<file path="src/rtl/sn_pkg.sv">
// Shared types for the serial negate controller.
// Holds the sequencer state encoding and the deepest core latency supported.
package sn_pkg;

  typedef enum logic [2:0] {
    IDLE  = 3'd0,
    CLR   = 3'd1,
    SHIFT = 3'd2,
    DRAIN = 3'd3,
    DONE  = 3'd4
  } sn_state_e;

  localparam int SN_LAT_MAX = 1;

endpackage

</file>
<file path="src/rtl/serial_negate_ctrl.sv">
// Sequencer around one serial two's-complement core: clears the core, streams a word LSB-first
// through it and reassembles the returned bits into a parallel result on a valid/ready output.
module serial_negate_ctrl
  import sn_pkg::*;
#(
  parameter int W        = 8,
  parameter int CORE_LAT = 0
) (
  input  logic         t_clock,
  input  logic         r,
  input  logic         in_valid,
  output logic         in_ready,
  input  logic [W-1:0] in_data,
  input  logic         in_neg,
  output logic         out_valid,
  input  logic         out_ready,
  output logic [W-1:0] out_data,
  output logic         out_ovf,
  output logic         ser_x,
  output logic         ser_r,
  input  logic         ser_y,
  output logic         busy
);

  localparam int CNT_W = $clog2(W + 1);

  sn_state_e            state_q, state_d;
  logic [W-1:0]         sh_q, sh_d;
  logic [W-1:0]         res_q, res_d;
  logic [CNT_W-1:0]     cnt_q, cnt_d;
  logic                 neg_q, neg_d;
  logic                 msb_q, msb_d;
  logic [SN_LAT_MAX-1:0] xd_q, xd_d;
  logic [SN_LAT_MAX-1:0] cap_q, cap_d;

  logic shifting;
  logic cap_en;
  logic x_dly;
  logic cap_bit;

  assign shifting  = (state_q == SHIFT);
  assign ser_x     = shifting ? sh_q[0] : 1'b0;
  assign ser_r     = r | (state_q == CLR);
  assign in_ready  = (state_q == IDLE);
  assign busy      = (state_q != IDLE);
  assign out_valid = (state_q == DONE);
  assign out_data  = out_valid ? res_q : '0;
  assign out_ovf   = out_valid & neg_q & msb_q & res_q[W-1];

  // A registered core answers one cycle late, so the echo and capture strobe are delayed to match.
  assign x_dly   = (CORE_LAT == 0) ? ser_x : xd_q[0];
  assign cap_en  = (CORE_LAT == 0) ? shifting : cap_q[0];
  assign cap_bit = neg_q ? ser_y : x_dly;

  always_comb begin
    state_d = state_q;
    sh_d    = sh_q;
    res_d   = res_q;
    cnt_d   = cnt_q;
    neg_d   = neg_q;
    msb_d   = msb_q;
    xd_d    = ser_x;
    cap_d   = shifting;

    unique case (state_q)
      IDLE: begin
        if (in_valid) begin
          sh_d    = in_data;
          neg_d   = in_neg;
          msb_d   = in_data[W-1];
          cnt_d   = '0;
          state_d = CLR;
        end
      end
      CLR: state_d = SHIFT;
      SHIFT: begin
        sh_d  = sh_q >> 1;
        cnt_d = cnt_q + CNT_W'(1);
        if (cnt_q == CNT_W'(W - 1)) begin
          state_d = (CORE_LAT == 0) ? DONE : DRAIN;
        end
      end
      DRAIN: state_d = DONE;
      DONE: begin
        if (out_ready) begin
          state_d = IDLE;
        end
      end
      default: state_d = IDLE;
    endcase

    if (cap_en) begin
      res_d = {cap_bit, res_q[W-1:1]};
    end
  end

  always_ff @(posedge t_clock) begin
    if (r) begin
      state_q <= IDLE;
      sh_q    <= '0;
      res_q   <= '0;
      cnt_q   <= '0;
      neg_q   <= 1'b0;
      msb_q   <= 1'b0;
      xd_q    <= '0;
      cap_q   <= '0;
    end else begin
      state_q <= state_d;
      sh_q    <= sh_d;
      res_q   <= res_d;
      cnt_q   <= cnt_d;
      neg_q   <= neg_d;
      msb_q   <= msb_d;
      xd_q    <= xd_d;
      cap_q   <= cap_d;
    end
  end

endmodule

</file>
<file path="config.mk">
export PLATFORM = sky130hd
export DESIGN_NAME = serial_negate_ctrl
export DESIGN_NICKNAME = d
export VERILOG_FILES = /design/src/rtl/sn_pkg.sv /design/src/rtl/serial_negate_ctrl.sv
export SDC_FILE = /design/constraint.sdc
export NUM_CORES = 1
export LEC_CHECK = 0
export ABC_AREA = 1
export CAP_MARGIN = 15
export CORE_MARGIN = 2
export CORE_UTILIZATION = 52
export DETAILED_ROUTE_END_ITERATION = 10
export GPL_ROUTABILITY_DRIVEN = 0
export PLACE_DENSITY = 0.93
export SLEW_MARGIN = 30
export SYNTH_ARGS = -nofsm -noshare
export SYNTH_HDL_FRONTEND = slang
export SYNTH_SLANG_ARGS = --single-unit
export TNS_END_PERCENT = 30
</file>
<file path="constraint.sdc">
create_clock -name t_clock -period 2.95 [get_ports t_clock]
set_input_delay 0.885 -clock t_clock [delete_from_list [all_inputs] [get_ports t_clock]]
set_output_delay 0.885 -clock t_clock [all_outputs]
set_load 0.05 [all_outputs]
</file>
Word level (Yosys, flattened, before mapping)
Index checks and enable logic that the tools add are counted.
{"block": "op_classes", "mul": 0, "addsub": 1, "shift": 0, "eq_ne": 8, "bitwise": 4, "reduce_logical": 6, "n_mux": 11, "div": 0, "magnitude_cmp": 0}
{"op": "$mux 8", "n": 2}
{"op": "$pmux 8 s2", "n": 1}
{"op": "$pmux 3 s5", "n": 1}
{"op": "$mux 3", "n": 3}
{"op": "$pmux 4 s2", "n": 1}
{"op": "$eq 3x2->1 const B", "n": 2}
{"op": "$add 4x1->4 const B", "n": 1}
{"op": "$eq 4x3->1 const B", "n": 1}
{"op": "$mux 4", "n": 1}
{"op": "$ne 2x1->1 const B", "n": 2}
{"op": "$reduce_and 2->1", "n": 2}
{"op": "$and 1x1->1", "n": 3}
{"op": "$eq 3x1->1 const B", "n": 1}
{"op": "$eq 3x3->1 const B", "n": 1}
{"op": "$logic_not 3->1", "n": 1}
{"op": "$reduce_and 3->1", "n": 1}
{"op": "$reduce_bool 3->1", "n": 1}
{"op": "$mux 1", "n": 2}
{"op": "$ne 2x2->1 const B", "n": 1}
{"op": "$reduce_bool 2->1", "n": 1}
{"op": "$or 1x1->1", "n": 1}
{"block": "word_totals", "latchBits": 0, "rom_bits": 0, "out_inout_bits": 14, "ramBits": 0, "mem_count": 0, "in_bits": 14, "word_cells": 36, "register_bits": 25}

Logic depth before layout (Yosys ltp)
{"block": "depth", "depth_word": 4, "mapped_depth": 9, "mapped_depth_nobuf": 9}

Least setup slack after synthesis
Ideal clock, no wire load.
{"block": "synth_path", "path_type": "flip-flop to output port", "start": "reg state_q[1]", "end": "out out_ovf", "slack_ps": -45, "required_time_ps": 2065, "path_buffers": 0, "path_stages_with_launch": 6, "t_arrival_ps": 2110, "path_cell_list": "dfxtp_1 > nor2_4 > nand2_2 > nor2_1 > nand2_1 > nor2_1"}
{"block": "synth_via", "elab_chain_cells": 4}
{"item": "start, declared", "line_no": "serial_negate_ctrl.sv:27", "rtl": "sn_state_e state_q, state_d;"}
{"item": "start signal, assigned", "line_no": "serial_negate_ctrl.sv:108", "rtl": "state_q <= state_d;"}
{"item": "$eq 3x3->1", "line_no": "serial_negate_ctrl.sv:46", "rtl": "assign out_valid = (state_q == DONE);"}
{"item": "$and 1x1->1 (3 in a row)", "line_no": "serial_negate_ctrl.sv:48", "rtl": "assign out_ovf = out_valid & neg_q & msb_q & res_q[W-1];"}
{"item": "end, declared", "line_no": "serial_negate_ctrl.sv:18", "rtl": "output logic out_ovf,"}
Every way passes these cells.

Worst setup path after layout
{"block": "layout_path", "start": "reg state_q[1]", "end": "out out_valid"}
{"block": "layout_via", "elab_chain_cells": 1}
{"item": "$eq 3x3->1", "line_no": "serial_negate_ctrl.sv:46"}
{"item": "end, declared", "line_no": "serial_negate_ctrl.sv:15", "rtl": "output logic out_valid,"}
Every way passes these cells.

==> summary by stage <==
GRT
The wire length of the first global-routing pass is 4050 µm. The number of antenna violations at the first check in global routing is 0. The global router's overall resource usage is about 20%. The number of global-route vias before repair is around 960. Entering global routing, the biggest net connects 43 pins. The overflow left after global routing is 0.

Pwr
The maximum ir drop on the vdd rail is 359 µV. The total power divided by cell area is roughly 530 mW/mm². The leakage dissipation is 0.827 nW.

Placement
The wire-length estimate of the detail-placed layout is about 1700 µm. The quantity of I/O buffers inserted on ports is 27. OpenSTA, run right after detailed placement, puts the worst setup slack at about 0.4 ns.

Synth
The post-synthesis simple-gate area fraction is between 30% and 40%. By area, the combinational part of the netlist is dominated by simple AND/OR/NAND/NOR gates. For this run, asynchronously set or reset flops after synthesis account for 0%. The biggest area contributor in the post-synthesis netlist is sky130_fd_sc_hd__dfxtp_1. Yosys mapped the design onto 20 distinct sky130hd cell types. The post-synthesis net count is about 190.

The area of the mapped netlist is between 0.001 and 0.0015 mm². The xor and xnor fraction of the mapped netlist area is 0%. Ranked by total cell area, the synthesized netlist is headed by sky130_fd_sc_hd__dfxtp_1 (41%), sky130_fd_sc_hd__nand2_1 (9.8%), sky130_fd_sc_hd__nor2_1 (9.5%). The top cell type by area accounts for around two fifths of the synthesized area. Synthesis produced a netlist whose cell count is 178.

The area share of fa/ha/maj cells after synthesis is slightly above 1%. For this run, the number of Yosys warnings is 0. The mux contribution to synthesized area is 0%.

Averaged over all synthesized cells, the footprint is roughly 6.9 µm². The most instantiated flip-flop cell in the synthesis netlist is sky130_fd_sc_hd__dfxtp_1. In this run, synthesis produced a sequential element count of 25. The synthesized netlist devotes a little over an eighth of its cell area to compound gates.

The proportion of synthesized chip area in sequential cells is roughly 40%. Sorting the synthesized cells by how often they occur yields sky130_fd_sc_hd__nand2_1 (32), sky130_fd_sc_hd__nor2_1 (31), sky130_fd_sc_hd__dfxtp_1 (25), sky130_fd_sc_hd__inv_1 (25), sky130_fd_sc_hd__a21oi_1 (15). The number of enable flip-flop cells after synthesis is 0.

The most common cell in the synthesized netlist is sky130_fd_sc_hd__nand2_1.

Detailed routing
Detailed routing inserted a total of 1176 vias. The average wire per cell in the routed design is 10.6 µm. In this run the remaining antenna-violating nets after routing total 0. The DRC violation total after the first TritonRoute iteration is 15. The final layout contains routed wiring with a total length of around 2500 µm. Before antenna repair, the detailed router went through 4 iterations. The post-detailed-route DRC marker count is 0.

The via density per instance is 5.05.

Timing
The actual transition at the worst max-transition pin is 0.528 ns. The count of endpoints failing setup in the final report is 0. The final-report hold violation count was 0.

Setup repair after global routing left no endpoint under its margin. The post-layout minimum cycle time is between 2 and 3 ns. The clock tree skew after final layout is about 0.0015 ns. The slack of the critical path is between 0.1 and 0.15 ns. The worst max-slew margin expressed relative to the limit is roughly two thirds. The total negative slack is 0 ns.

The max-slew violation total from the final report came to 0. The share of the clock period used by the worst path is between 90% and 100%. The upper clock frequency limit is about 0.35 GHz.

Cells and area
The antenna diode instance count is 0. The filler cell count in the final layout is between 150 and 200. Summing all flip-flop and latch instances after layout gives about 500 µm². The total area of multi-input combinational cells is 574 µm². Compared with the post-synthesis result, the final layout area differs by 26.3%. In the final layout, the share of cells above drive strength 1 is approximately a tenth.

In the final design database the tool counted between 200 and 250 nets.

Floorplan
The area enclosed by the die boundary is approximately 0.0028 mm². After floorplanning, the core was divided into 17 placement rows. The initial utilization of the core area, before any placement, comes to roughly 55%.

The die height is about 53 µm. The die span in x is roughly 53 µm. 28 I/O pins were placed.

The floorplan step defined a core boundary enclosing approximately 0.0022 mm².

Clock network
The root buffer cell chosen for the clock tree is sky130_fd_sc_hd__clkbuf_4. The clock passes through at most 2 buffers. The insertion delay to the later sink of the worst-skew pair is a little over 0.3 ns. The clock tree from TritonCTS is yes. The depth of the CTS H-tree is 1. Clock-pin slew was measured on the worst setup and hold paths at about 0.13 ns. Clock tree synthesis inserted a total of 3 buffers. The number of sinks driven by the clock tree is 25.

Status
The run finished with clean final reports.

Critical path
The maximum fanout count along the critical path is 9. STA classifies the critical path startpoint as a flop. The type of element capturing the critical path is an output pin.

The worst-case register-to-register setup slack is 1.46 ns. The required time of the critical path is ~2.1 ns. The setup path with the least slack is of type flop to output pin. STA puts the critical path data arrival time at approximately 2.0 ns.

Hold path
The classification of the worst-slack hold path is flop to flop.

Flow run
The max-cap check violation count is 0.
## per-stage QoR
stage / power (W) / cell area, µm² / hold WS, ns / utilization [%] / cells
6_report: 0.000824 / 1560 / 0.466 / 69.6 / 233
5_1_grt: 0.000882 / 1560 / 0.511 / 69.6 / 233
4_1_cts: 0.000830 / 1540 / 0.468 / 68.7 / 233
3_5_place_dp: 0.000681 / 1510 / 0.449 / 67.6 / 229
3_3_place_gp: 0.000675 / 1510 / 0.444 / 67.6 / 229
2_1_floorplan: 0.000612 / 1230 / 0.430 / - / 178
## layout by cell type, fill, tap and decap left out, types with 3 or more instances in the layout
cell	n
sky130_fd_sc_hd__clkdlybuf4s50_1	16
sky130_fd_sc_hd__o21ai_1	7
sky130_fd_sc_hd__dfxtp_1	25
sky130_fd_sc_hd__o21ai_0	11
sky130_fd_sc_hd__inv_1	25
sky130_fd_sc_hd__nand2_1	32
sky130_fd_sc_hd__nand3_1	11
sky130_fd_sc_hd__nand3_2	4
sky130_fd_sc_hd__nor2_1	30
sky130_fd_sc_hd__dlymetal6s2s_1	8
sky130_fd_sc_hd__a21oi_1	15
sky130_fd_sc_hd__clkbuf_4	3
sky130_fd_sc_hd__buf_4	5
## area by class of cell
class	instances	share of cell area (%)
inverter	27	6.52
multi-input combinational	119	36.9
timing repair buffer	30	20.4
tap	28	2.25
sequential	25	32.2
clock buffer	4	1.69
## final timing paths
check | from | end | depth (start not counted)
hold reg to reg | res_q[0] | res_q[0] | 2
hold / removal | res_q[0] | res_q[0] | 2
setup / recovery | state_q[1] | out_valid | 4
setup reg to reg | state_q[0] | cnt_q[2] | 6
## layer usage
layer | global-route usage [%] | share of wire [%] | vias to the layer above
met2 | 34.0 | 50 | 24
met3 | 5.14 | 4.6 | 4
met4 | 5.13 | 1.2 | 0
li1 | - | - | 611
met5 | 0 | 0 | -
met1 | 23.7 | 44 | 537
## critical path: stages (launching register included)
cell	delay (ns)
sky130_fd_sc_hd__dfxtp_1	0.39
sky130_fd_sc_hd__nor2_4	0.18
sky130_fd_sc_hd__nand2_2	0.15
sky130_fd_sc_hd__inv_1	0.09
sky130_fd_sc_hd__clkdlybuf4s50_1	0.81
## cell families (layout without fill, tap and decap cells)
logic type | after synthesis | in the layout
AOI/OAI and AO/OA | 33 | 33
adders and majority gates | 1 | 1
buffers and inverters | 34 | 61
DFF | 25 | 25
and+or+nand+nor | 85 | 85
## repair_timing
action	CTS	global route
setup endpoints to repair	0	8
setup buffers	0	0
endpoints found under the hold margin	0	0
resized for setup	0	8
hold buffers	0	0
## flip-flops by register name, summed over array words and instances (netlist names)
| register | cells |
|---|---|
| cnt_q | 4 |
| neg_q | 1 |
| state_q | 3 |
| msb_q | 1 |
| sh_q | 8 |
| res_q | 8 |
## power by group
group          leakage (nW)  switching (W)  total [W]  internal (W)
combinational         0.607       0.000175   0.000276      0.000101
sequential            0.205      0.0000213   0.000398      0.000377
clock                0.0150      0.0000974   0.000150     0.0000529
total                 0.827       0.000294   0.000824      0.000531
Note: power is estimated with default switching activity, not from simulation.
